$ cat src/rtl/iiitb_lifo_stack_pkg.sv
// Shared definitions for the parametrised LIFO stack: op encoding, width helpers and flag bundle.
// Imported by the interface, the storage sub-module and the top.
package lifo_pkg;

    // Op encoding is the concatenation {push, pop}.
    localparam logic [1:0] OP_NONE = 2'b00;
    localparam logic [1:0] OP_POP  = 2'b01;
    localparam logic [1:0] OP_PUSH = 2'b10;
    localparam logic [1:0] OP_SWAP = 2'b11;

    typedef struct packed {
        logic empty;
        logic full;
        logic almost_full;
    } lifo_flags_t;

    function automatic int clog2(input int value);
        int r;
        r = 0;
        while ((1 << r) < value) begin
            r = r + 1;
        end
        return r;
    endfunction

    // Occupancy must represent 0..depth inclusive.
    function automatic int cnt_width(input int depth);
        return clog2(depth + 1);
    endfunction

    function automatic int addr_width(input int depth);
        return (depth > 2) ? clog2(depth) : 1;
    endfunction

endpackage

$ cat src/rtl/iiitb_lifo_stack_if.sv
// Control/data bundle between the wrapper (master) and the LIFO stack (slave).
// Widths follow the DATA_W/DEPTH parameters of the attached stack.
interface iiitb_lifo_stack_if #(
    parameter int DATA_W = 4,
    parameter int DEPTH  = 4
);
    localparam int CW = lifo_pkg::cnt_width(DEPTH);

    logic              EN;
    logic              push;
    logic              pop;
    logic [DATA_W-1:0] dataIn;
    logic              clr_err;
    logic [DATA_W-1:0] dataOut;
    logic              dout_valid;
    logic              EMPTY;
    logic              FULL;
    logic              ALMOST_FULL;
    logic [CW-1:0]     count;
    logic              OVF;
    logic              UDF;

    modport master (
        output EN, push, pop, dataIn, clr_err,
        input  dataOut, dout_valid, EMPTY, FULL, ALMOST_FULL, count, OVF, UDF
    );

    modport slave (
        input  EN, push, pop, dataIn, clr_err,
        output dataOut, dout_valid, EMPTY, FULL, ALMOST_FULL, count, OVF, UDF
    );

endinterface

$ cat src/rtl/iiitb_lifo_stack_regfile.sv
// Stack storage: DEPTH x DATA_W flop array, one synchronous write port, one combinational read.
// Storage is deliberately unreset; the top never exposes an entry that was not written.
module lifo_regfile
    import lifo_pkg::*;
#(
    parameter int DATA_W = 4,
    parameter int DEPTH  = 4,
    parameter int AW     = addr_width(DEPTH)
) (
    input  logic              clk,
    input  logic              we,
    input  logic [AW-1:0]     waddr,
    input  logic [DATA_W-1:0] wdata,
    input  logic [AW-1:0]     raddr,
    output logic [DATA_W-1:0] rdata
);

    logic [DATA_W-1:0] mem [DEPTH];

    always_ff @(posedge clk) begin
        if (we && (int'(waddr) < DEPTH)) begin
            mem[waddr] <= wdata;
        end
    end

    // Out-of-range addresses exist when DEPTH is not a power of two.
    assign rdata = (int'(raddr) < DEPTH) ? mem[raddr] : '0;

endmodule

$ cat src/rtl/iiitb_lifo_stack.sv
// Parametrised LIFO stack with replace-top (push+pop), occupancy flags, sticky errors
// and a registered pop-data path with a one-cycle valid strobe.
module iiitb_lifo_stack
    import lifo_pkg::*;
#(
    parameter int DATA_W    = 4,
    parameter int DEPTH     = 4,
    parameter int AF_THRESH = DEPTH - 1
) (
    input  logic               clk,
    input  logic               Rst_n,
    iiitb_lifo_stack_if.slave  bus
);

    localparam int CW = cnt_width(DEPTH);
    localparam int AW = addr_width(DEPTH);

    logic [CW-1:0]     count_reg, count_next;
    lifo_flags_t       flags_reg, flags_next;
    logic [DATA_W-1:0] dout_reg, dout_next;
    logic              dv_reg, dv_next;
    logic              ovf_reg, ovf_next;
    logic              udf_reg, udf_next;

    logic [1:0]        op;
    logic              empty_now;
    logic              full_now;
    logic [CW-1:0]     top_cnt;
    logic [AW-1:0]     top_idx;
    logic [AW-1:0]     push_idx;
    logic              ovf_evt;
    logic              udf_evt;
    logic              clr;

    logic              rf_we;
    logic [AW-1:0]     rf_waddr;
    logic [DATA_W-1:0] rf_rdata;

    assign op        = bus.EN ? {bus.push, bus.pop} : OP_NONE;
    assign clr       = bus.EN & bus.clr_err;
    assign empty_now = (count_reg == '0);
    assign full_now  = (count_reg == CW'(DEPTH));
    assign top_cnt   = empty_now ? '0 : (count_reg - CW'(1));
    assign top_idx   = top_cnt[AW-1:0];
    assign push_idx  = count_reg[AW-1:0];

    always_comb begin
        count_next = count_reg;
        dout_next  = dout_reg;
        dv_next    = 1'b0;
        rf_we      = 1'b0;
        rf_waddr   = push_idx;
        ovf_evt    = 1'b0;
        udf_evt    = 1'b0;
        case (op)
            OP_PUSH: begin
                if (full_now) begin
                    ovf_evt = 1'b1;
                end else begin
                    rf_we      = 1'b1;
                    count_next = count_reg + CW'(1);
                end
            end
            OP_POP: begin
                if (empty_now) begin
                    udf_evt = 1'b1;
                end else begin
                    dout_next  = rf_rdata;
                    dv_next    = 1'b1;
                    count_next = count_reg - CW'(1);
                end
            end
            OP_SWAP: begin
                // Replace-top; on an empty stack the pushed word bypasses straight out.
                dv_next = 1'b1;
                if (empty_now) begin
                    dout_next = bus.dataIn;
                end else begin
                    dout_next = rf_rdata;
                    rf_we     = 1'b1;
                    rf_waddr  = top_idx;
                end
            end
            default: begin
            end
        endcase
    end

    // An error event in the same cycle as clr_err leaves the flag set.
    always_comb begin
        ovf_next = ovf_evt | (ovf_reg & ~clr);
        udf_next = udf_evt | (udf_reg & ~clr);
    end

    always_comb begin
        flags_next.empty       = (count_next == '0);
        flags_next.full        = (count_next == CW'(DEPTH));
        flags_next.almost_full = (count_next >= CW'(AF_THRESH));
    end

    lifo_regfile #(
        .DATA_W (DATA_W),
        .DEPTH  (DEPTH),
        .AW     (AW)
    ) u_regfile (
        .clk   (clk),
        .we    (rf_we & Rst_n),
        .waddr (rf_waddr),
        .wdata (bus.dataIn),
        .raddr (top_idx),
        .rdata (rf_rdata)
    );

    always_ff @(posedge clk) begin
        if (!Rst_n) begin
            count_reg             <= '0;
            flags_reg.empty       <= 1'b1;
            flags_reg.full        <= 1'b0;
            flags_reg.almost_full <= (AF_THRESH == 0);
            dout_reg              <= '0;
            dv_reg                <= 1'b0;
            ovf_reg               <= 1'b0;
            udf_reg               <= 1'b0;
        end else begin
            count_reg <= count_next;
            flags_reg <= flags_next;
            dout_reg  <= dout_next;
            dv_reg    <= dv_next;
            ovf_reg   <= ovf_next;
            udf_reg   <= udf_next;
        end
    end

    assign bus.count       = count_reg;
    assign bus.EMPTY       = flags_reg.empty;
    assign bus.FULL        = flags_reg.full;
    assign bus.ALMOST_FULL = flags_reg.almost_full;
    assign bus.dataOut     = dout_reg;
    assign bus.dout_valid  = dv_reg;
    assign bus.OVF         = ovf_reg;
    assign bus.UDF         = udf_reg;

endmodule
$ cat src/flat_wrapper.sv
// flat-port wrapper written by rule: the top's interface ports become plain ports
module iiitb_lifo_stack_flat import lifo_pkg::*;
#(
    parameter int DATA_W    = 4,
    parameter int DEPTH     = 4,
    parameter int AF_THRESH = DEPTH - 1
)
  (clk, Rst_n, bus_EN, bus_push, bus_pop, bus_dataIn, bus_clr_err, bus_dataOut, bus_dout_valid, bus_EMPTY, bus_FULL, bus_ALMOST_FULL, bus_count, bus_OVF, bus_UDF);
  iiitb_lifo_stack_if #(.DATA_W(DATA_W), .DEPTH(DEPTH)) bus_i ();
  input  logic clk;
  input  logic Rst_n;
  input wire logic [$bits(bus_i.EN)-1:0] bus_EN;
  input wire logic [$bits(bus_i.push)-1:0] bus_push;
  input wire logic [$bits(bus_i.pop)-1:0] bus_pop;
  input wire logic [$bits(bus_i.dataIn)-1:0] bus_dataIn;
  input wire logic [$bits(bus_i.clr_err)-1:0] bus_clr_err;
  output wire logic [$bits(bus_i.dataOut)-1:0] bus_dataOut;
  output wire logic [$bits(bus_i.dout_valid)-1:0] bus_dout_valid;
  output wire logic [$bits(bus_i.EMPTY)-1:0] bus_EMPTY;
  output wire logic [$bits(bus_i.FULL)-1:0] bus_FULL;
  output wire logic [$bits(bus_i.ALMOST_FULL)-1:0] bus_ALMOST_FULL;
  output wire logic [$bits(bus_i.count)-1:0] bus_count;
  output wire logic [$bits(bus_i.OVF)-1:0] bus_OVF;
  output wire logic [$bits(bus_i.UDF)-1:0] bus_UDF;
  assign bus_i.EN = bus_EN;
  assign bus_i.push = bus_push;
  assign bus_i.pop = bus_pop;
  assign bus_i.dataIn = bus_dataIn;
  assign bus_i.clr_err = bus_clr_err;
  assign bus_dataOut = bus_i.dataOut;
  assign bus_dout_valid = bus_i.dout_valid;
  assign bus_EMPTY = bus_i.EMPTY;
  assign bus_FULL = bus_i.FULL;
  assign bus_ALMOST_FULL = bus_i.ALMOST_FULL;
  assign bus_count = bus_i.count;
  assign bus_OVF = bus_i.OVF;
  assign bus_UDF = bus_i.UDF;
  iiitb_lifo_stack #(.DATA_W(DATA_W), .DEPTH(DEPTH), .AF_THRESH(AF_THRESH)) u_core (.clk(clk), .Rst_n(Rst_n), .bus(bus_i));
endmodule
$ cat config.mk
export PLATFORM = sky130hd
export DESIGN_NAME = iiitb_lifo_stack_flat
export DESIGN_NICKNAME = d
export VERILOG_FILES = /design/src/rtl/iiitb_lifo_stack_pkg.sv /design/src/rtl/iiitb_lifo_stack_if.sv /design/src/rtl/iiitb_lifo_stack_regfile.sv /design/src/rtl/iiitb_lifo_stack.sv /design/src/flat_wrapper.sv
export SDC_FILE = /design/constraint.sdc
export NUM_CORES = 1
export LEC_CHECK = 0
export CAP_MARGIN = 20
export CORE_MARGIN = 5
export CORE_UTILIZATION = 25
export CTS_BUF_LIST = sky130_fd_sc_hd__clkbuf_4 sky130_fd_sc_hd__clkbuf_8
export DETAILED_ROUTE_END_ITERATION = 16
export PLACE_DENSITY_LB_ADDON = 0.08
export SYNTH_ARGS = -nofsm -noshare
export SYNTH_HDL_FRONTEND = slang
export SYNTH_SLANG_ARGS = --single-unit
$ cat constraint.sdc
create_clock -name clk -period 2 [get_ports clk]
set_input_delay 0.4 -clock clk [delete_from_list [all_inputs] [get_ports clk]]
set_output_delay 0.4 -clock clk [all_outputs]
set_load 0.01 [all_outputs]
Word-level counts from Yosys, hierarchy flattened
Memory sizes are Yosys's and may differ from the RTL's.
Cells that the tools add are included.

operators by class
  reductions and logical operators = 4
  $lt $le $gt $ge = 1
  bitwise operators = 7
  multiplexer cells = 20
  equality and inequality tests = 6
  add/subtract/negate cells = 2

operators with widths
  cell                 number
  $mux 1               8
  $mux 2               4
  $mux 4               2
  $pmux 4 s2           1
  $eq 3x3->1 const B   2
  $logic_not 3->1      2
  $mux 3               2
  $pmux 3 s2           1
  $and 1x1->1          4
  $eq 2x2->1 const B   2
  $pmux 1 s2           2
  $add 3x1->3 const B  1
  $ge 3x2->1 const B   1
  $sub 3x1->3 const B  1
  $eq 2x1->1 const B   1
  $ne 2x2->1 const B   1
  $or 1x1->1           2
  $reduce_and 2->1     1
  $reduce_bool 2->1    1
  $not 1->1            1

storage, ports and cells
  output and inout port bits = 13
  bits in writable memories = 16
  register bits after elaboration = 13
  memories = 1
  logic and storage cells = 49
  bits of input ports = 10

memories
  name                  depth  width  read ports  clocked after memory_dff  write ports  RTL line                        text
  u_core.u_regfile.mem  4      4      1           0                         1            iiitb_lifo_stack_regfile.sv:18  logic [DATA_W-1:0] mem [DEPTH];

Longest topological paths before layout
  word-level depth = 6
  depth in mapped cells = 11
  gate-level depth less buffers = 11

Modules after synthesis
Synthesis repeated with hierarchy kept, for this count alone.

second synthesis, totals
  cell total of the unflattened synthesis = 114
  area total of the unflattened synthesis = 1371.3 µm²

modules (own cells, without submodules)
  module            area each (µm²)  times used  sequential area each (µm²)  cells an instance
  iiitb_lifo_stack  754.5            1           260.2                       90
  lifo_regfile      616.8            1           480.5                       24

Worst setup path after synthesis
No wires, ideal clock.

  path type = reg2reg
  start = reg u_core.count_reg[0] (netlist: u_core.bus.count[0])
  end = reg u_core.dout_reg[0] (netlist: u_core.bus.dataOut[0])
  required time = 1863 ps
  path buffers = 0
  period minus slack after synthesis = 2158 ps
  cell stages (with the launch flop) = 10
  setup slack = -158 ps
  arrival time = 2021 ps
  library setup time = 137 ps
  cells stage by stage = dfxtp_1 inv_1 ha_1 inv_2 nor2_4 inv_2 ha_1 mux4_2 mux2i_1 a21oi_1

on the way
  cells in the longest elaborated chain, start to end = 5
  elaborated cells on any way between the ends = 9
  classes of those cells = 1 x add/sub; 1 x eq/ne; 4 x mux; 2 x reduce/logical; 1 x memory

ends and longest elaborated chain
  what                                                   RTL line                                        text
  from (decl)                                            iiitb_lifo_stack.sv:18                          logic [CW-1:0] count_reg, count_next;
  from (signal assigned)                                 iiitb_lifo_stack.sv:125                         count_reg <= count_next;
  $sub 3x1->3 / $logic_not 3->1 (equally long branches)  iiitb_lifo_stack.sv:43, iiitb_lifo_stack.sv:41
  $mux 2                                                 iiitb_lifo_stack.sv:43                          assign top_cnt = empty_now ? '0 : (count_reg - CW'(1));
  $mem_v2 4x4                                            --
  $mux 4 (on tied branches)                              iiitb_lifo_stack.sv:76, iiitb_lifo_stack.sv:65
  $pmux 4 s2                                             iiitb_lifo_stack.sv:55                          case (op)
  to (signal assigned)                                   iiitb_lifo_stack.sv:127                         dout_reg <= dout_next;
  to (decl)                                              iiitb_lifo_stack.sv:20                          logic [DATA_W-1:0] dout_reg, dout_next;

Several ways; a longest one is shown, not always the timed one. The select of a mux whose other input is x is not followed.
A chain may end at the register's enable or synchronous reset.

Final worst setup path
  start = reg u_core.count_reg[1] (netlist: u_core.bus.count[1])
  end = reg u_core.flags_reg (netlist bit u_core.bus.EMPTY)

on the way
  cells in the longest elaborated chain, start to end = 4
  elaborated cells on any way between the ends = 8
  classes of those cells = 2 x add/sub; 1 x eq/ne; 3 x mux; 2 x reduce/logical

ends and longest elaborated chain
  what                                 RTL line                                        text
  $sub 3x1->3 (tied with other cells)  --
  $mux 3 (on tied branches)            iiitb_lifo_stack.sv:65, iiitb_lifo_stack.sv:57
  $pmux 3 s2 (*)                       iiitb_lifo_stack.sv:55
  $logic_not 3->1 (*)                  iiitb_lifo_stack.sv:96                          flags_next.empty = (count_next == '0);
  to (signal assigned)                 iiitb_lifo_stack.sv:126                         flags_reg <= flags_next;
  to (decl)                            iiitb_lifo_stack.sv:19                          lifo_flags_t flags_reg, flags_next;

Every way passes the cells marked *; elsewhere a longest branch is shown, timed or not.

==> impl_metrics.py <==
metrics = {
    "floorplanning": {
        "die_w_microns": 84.0,
        "rows": 27,
        "core_sq_um": 5410,
        "dieArea_sq_um": 7060,
        "initial_core_util_pct": 25.3,
        "pin_count": 23,
        "die_h_microns": 84.0,
    },
    "drt": {
        "wirelength_microns": 3140,
        "first_pass_iters": 5,
        "routedWlPerCell_microns": 13.1,
        "drc": 0,
        "drt-initial-drc-count": 52,
        "routed_via_density": 4.28,
        "vias": 1027,
        "ant_nets": 0,
    },
    "place": {
        "placed_cell_area_sq_um": 1860,
        "pre_cts_ws_ns": -0.378,
        "place_inst": 231,
        "finalWeightedCongestion": 0.716,
        "hpwlAfterDp_microns": 2440,
        "numPortBuffers": 22,
    },
    "grt": {
        "grtUsageTotal_pct": 9.40,
        "grt_pass1_vias": 1028,
        "grt_overflow_total": 0,
        "antenna_found_initial": 0,
        "grt_pass1_wl_microns": 5120,
        "grt_max_degree": 11,
    },
    "synth": {
        "yosysSeqAreaShare_pct": 54.1,
        "synth_top_family_by_area": "multiplexers",
        "synthSimpleGateAreaFrac_pct": 8.41,
        "yosys_warnings": 0,
        "syn-cell-area_sq_um": 1370,
        "synth_xor_area_share_pct": 0.640,
        "synthFlopType": "edfxtp_1",
        "syn_avg_cell_area_sq_um": 11.8,
        "synth_area_leaders": "edfxtp_1 (35%), dfxtp_1 (19%), mux2i_1 (6.6%)",
        "synthMuxAreaShare_pct": 13.2,
        "synth_cell_types": 32,
        "netlist.area_leader.share_pct": 35.1,
        "synth_fa_ha_area_share_pct": 6.40,
        "synth_top_area_cell": "edfxtp_1",
        "ys_ff_latch": 29,
        "synthArstFlopShare_pct": 0,
        "synth_edf_count": 16,
        "synth_fp_nets": 133,
        "synth_compound_area_share_pct": 12.3,
        "syn-instance-count": 116,
    },
    "clock_network": {
        "clk-insertion-delay-late_ns": 0.28,
        "cts_root_buffer": "clkbuf_8",
        "cts.clk_slew.worst_paths_ns": 0.06,
        "h-tree-depth": 2,
        "cts_tree": "built",
        "cts_buffer_depth": 2,
        "numCtsBuffers": 5,
        "cts_hold_buf": 0,
        "cts.sinks": 29,
    },
    "job": {
        "drv_cap": 0,
    },
    "sta": {
        "slew_headroom_pct": 79.0,
        "hold_viol": 0,
        "slew_viol_final": 0,
        "setup_viol": 0,
        "fmax_mhz": 521,
        "fin_crit_sh_pct": 95.9,
        "setup_ws_ns": 0.0812,
        "worst_pin_slew_ns": 0.315,
        "period_needed_ns": 1.92,
        "fin_worst_skew_ns": 0.00433,
    },
    "worst_setup_path": {
        "worstSetupPathType": "reg2reg",
        "crit_chain": "inv_1 > ha_1 > inv_2 > nor2_4 > inv_4 > ha_4 > inv_1 > o2bb2ai_1 > a21oi_2 > nand2b_1 > and3_1",
        "crit_top_cell": "inv_1",
        "slowest_stage": "dfxtp_2",
        "cp_max_fo": 3,
        "endpoint_kind": "flop",
        "crit_required_ns": 2.17,
        "cp.arrival_ns": 2.09,
        "crit_path_max_incr_delay_ns": 0.32,
        "worst_setup_path_start_kind": "flop",
    },
    "finish": {
        "final_cells": 240,
        "diodes": 0,
        "finish.instance_area_sq_um": 2070,
        "drive_above_1_share_pct": 35.1,
        "n_fill_cell": 541,
        "largest_reg_flops": 16,
        "nets": 184,
        "area_growth_pct": 51.0,
    },
    "pwr": {
        "powerDensity_nw_per_um2": 691,
        "p_leak_nw": 0.822,
        "ir_drop_uv": 407,
    },
    "status": {
        "outcome": "completed",
    },
    "hold_path": {
        "hold_path.class": "reg2reg",
    },
}
## area by class of cell
type / instances / area [sq um] / area share, %
clock buffers: 5 / 68.8 / 3.33
well taps: 72 / 90.1 / 4.36
clock inverters: 3 / 41.3 / 2.00
repair buffers: 48 / 429 / 20.8
multi-input cells: 70 / 643 / 31.1
inverters: 13 / 51.3 / 2.48
flip-flops and latches: 29 / 743 / 36.0
## worst paths after layout
path,slack (ns),cells after the start,startpoint,end
worst max-delay path,0.08,11,u_core.bus.count[1],u_core.bus.EMPTY
worst min-delay path,0.47,2,u_core.bus.OVF,u_core.bus.OVF
worst max register to register,0.08,11,u_core.bus.count[1],u_core.bus.EMPTY
worst min register to register,0.47,2,u_core.bus.OVF,u_core.bus.OVF
## report_power, final
part           internal (mW)  switching [mW]  total (mW)  leakage [nW]
logic                  0.107          0.0878       0.194         0.519
registers              0.642         0.00524       0.647         0.251
clock network          0.366           0.221       0.587        0.0518
total                   1.11           0.314        1.43         0.822
## logic make-up after synthesis
logic type | count (synthesis)
buffers and inverters | 17
flip-flops | 29
XOR/XNOR | 1
AND/OR/NAND/NOR | 22
adder cells (fa/ha/maj) | 7
AO/OA/AOI/OAI | 27
multiplexers | 13
## layout by cell type (no fill, tap or decap), types with 2 or more instances in the layout
master / instances
mux4_2: 4
nand2b_1: 2
nand2_2: 2
buf_4: 25
nor2_1: 3
inv_2: 3
dfxtp_1: 11
edfxtp_1: 16
a21oi_1: 8
and3_1: 2
clkdlybuf4s50_1: 20
ha_1: 3
inv_1: 9
nand2_1: 5
dfxtp_2: 2
mux2i_1: 8
ha_4: 3
clkbuf_8: 5
o21ai_0: 7
## metal layers
layer | global-route usage, % | up-vias | routed length (microns)
met4 | 2.63 | 0 | 20
li1 | - | 518 | -
met5 | 0 | - | 0
met3 | 4.34 | 2 | 200
met2 | 14.2 | 31 | 1400
met1 | 12.0 | 476 | 1520
## worst max-delay path, delay by kind of cell, from the launching register on
kind | cells | cell delay, ns
compound gates | 2 | 0.25
buf+inv | 4 | 0.31
fa+ha+maj | 2 | 0.44
simple gates | 3 | 0.50
flops | 1 | 0.32
## timing repair
item | CTS | global route
pin swaps | 2 | 8
gates resized for setup | 6 | 15
endpoints found under the setup margin | 17 | 24
gates cloned | 0 | 0
setup buffers | 0 | 1
## stage by stage
stage / setup TNS (ns) / power, mW / utilization (%) / hold slack, ns
2_1_floorplan: 0 / 0.743 / - / 0.488
3_3_place_gp: -8.11 / 0.834 / 34.4 / 0.457
3_5_place_dp: -7.83 / 0.835 / 34.4 / 0.465
4_1_cts: 0 / 1.43 / 36.9 / 0.473
5_1_grt: -0.0228 / 1.51 / 38.2 / 0.504
6_report: 0 / 1.43 / 38.2 / 0.468
## synthesized netlist by cell type (2+ instances only)
cell	count
inv_2	3
and3_1	2
ha_1	7
o21ai_0	7
clkbuf_1	3
nand2_1	7
nand2b_1	2
inv_1	10
mux4_2	4
a21oi_1	10
mux2i_1	9
o2bb2ai_1	2
dfxtp_1	13
nor2_1	4
edfxtp_1	16
(Power assumes the default switching activity.)
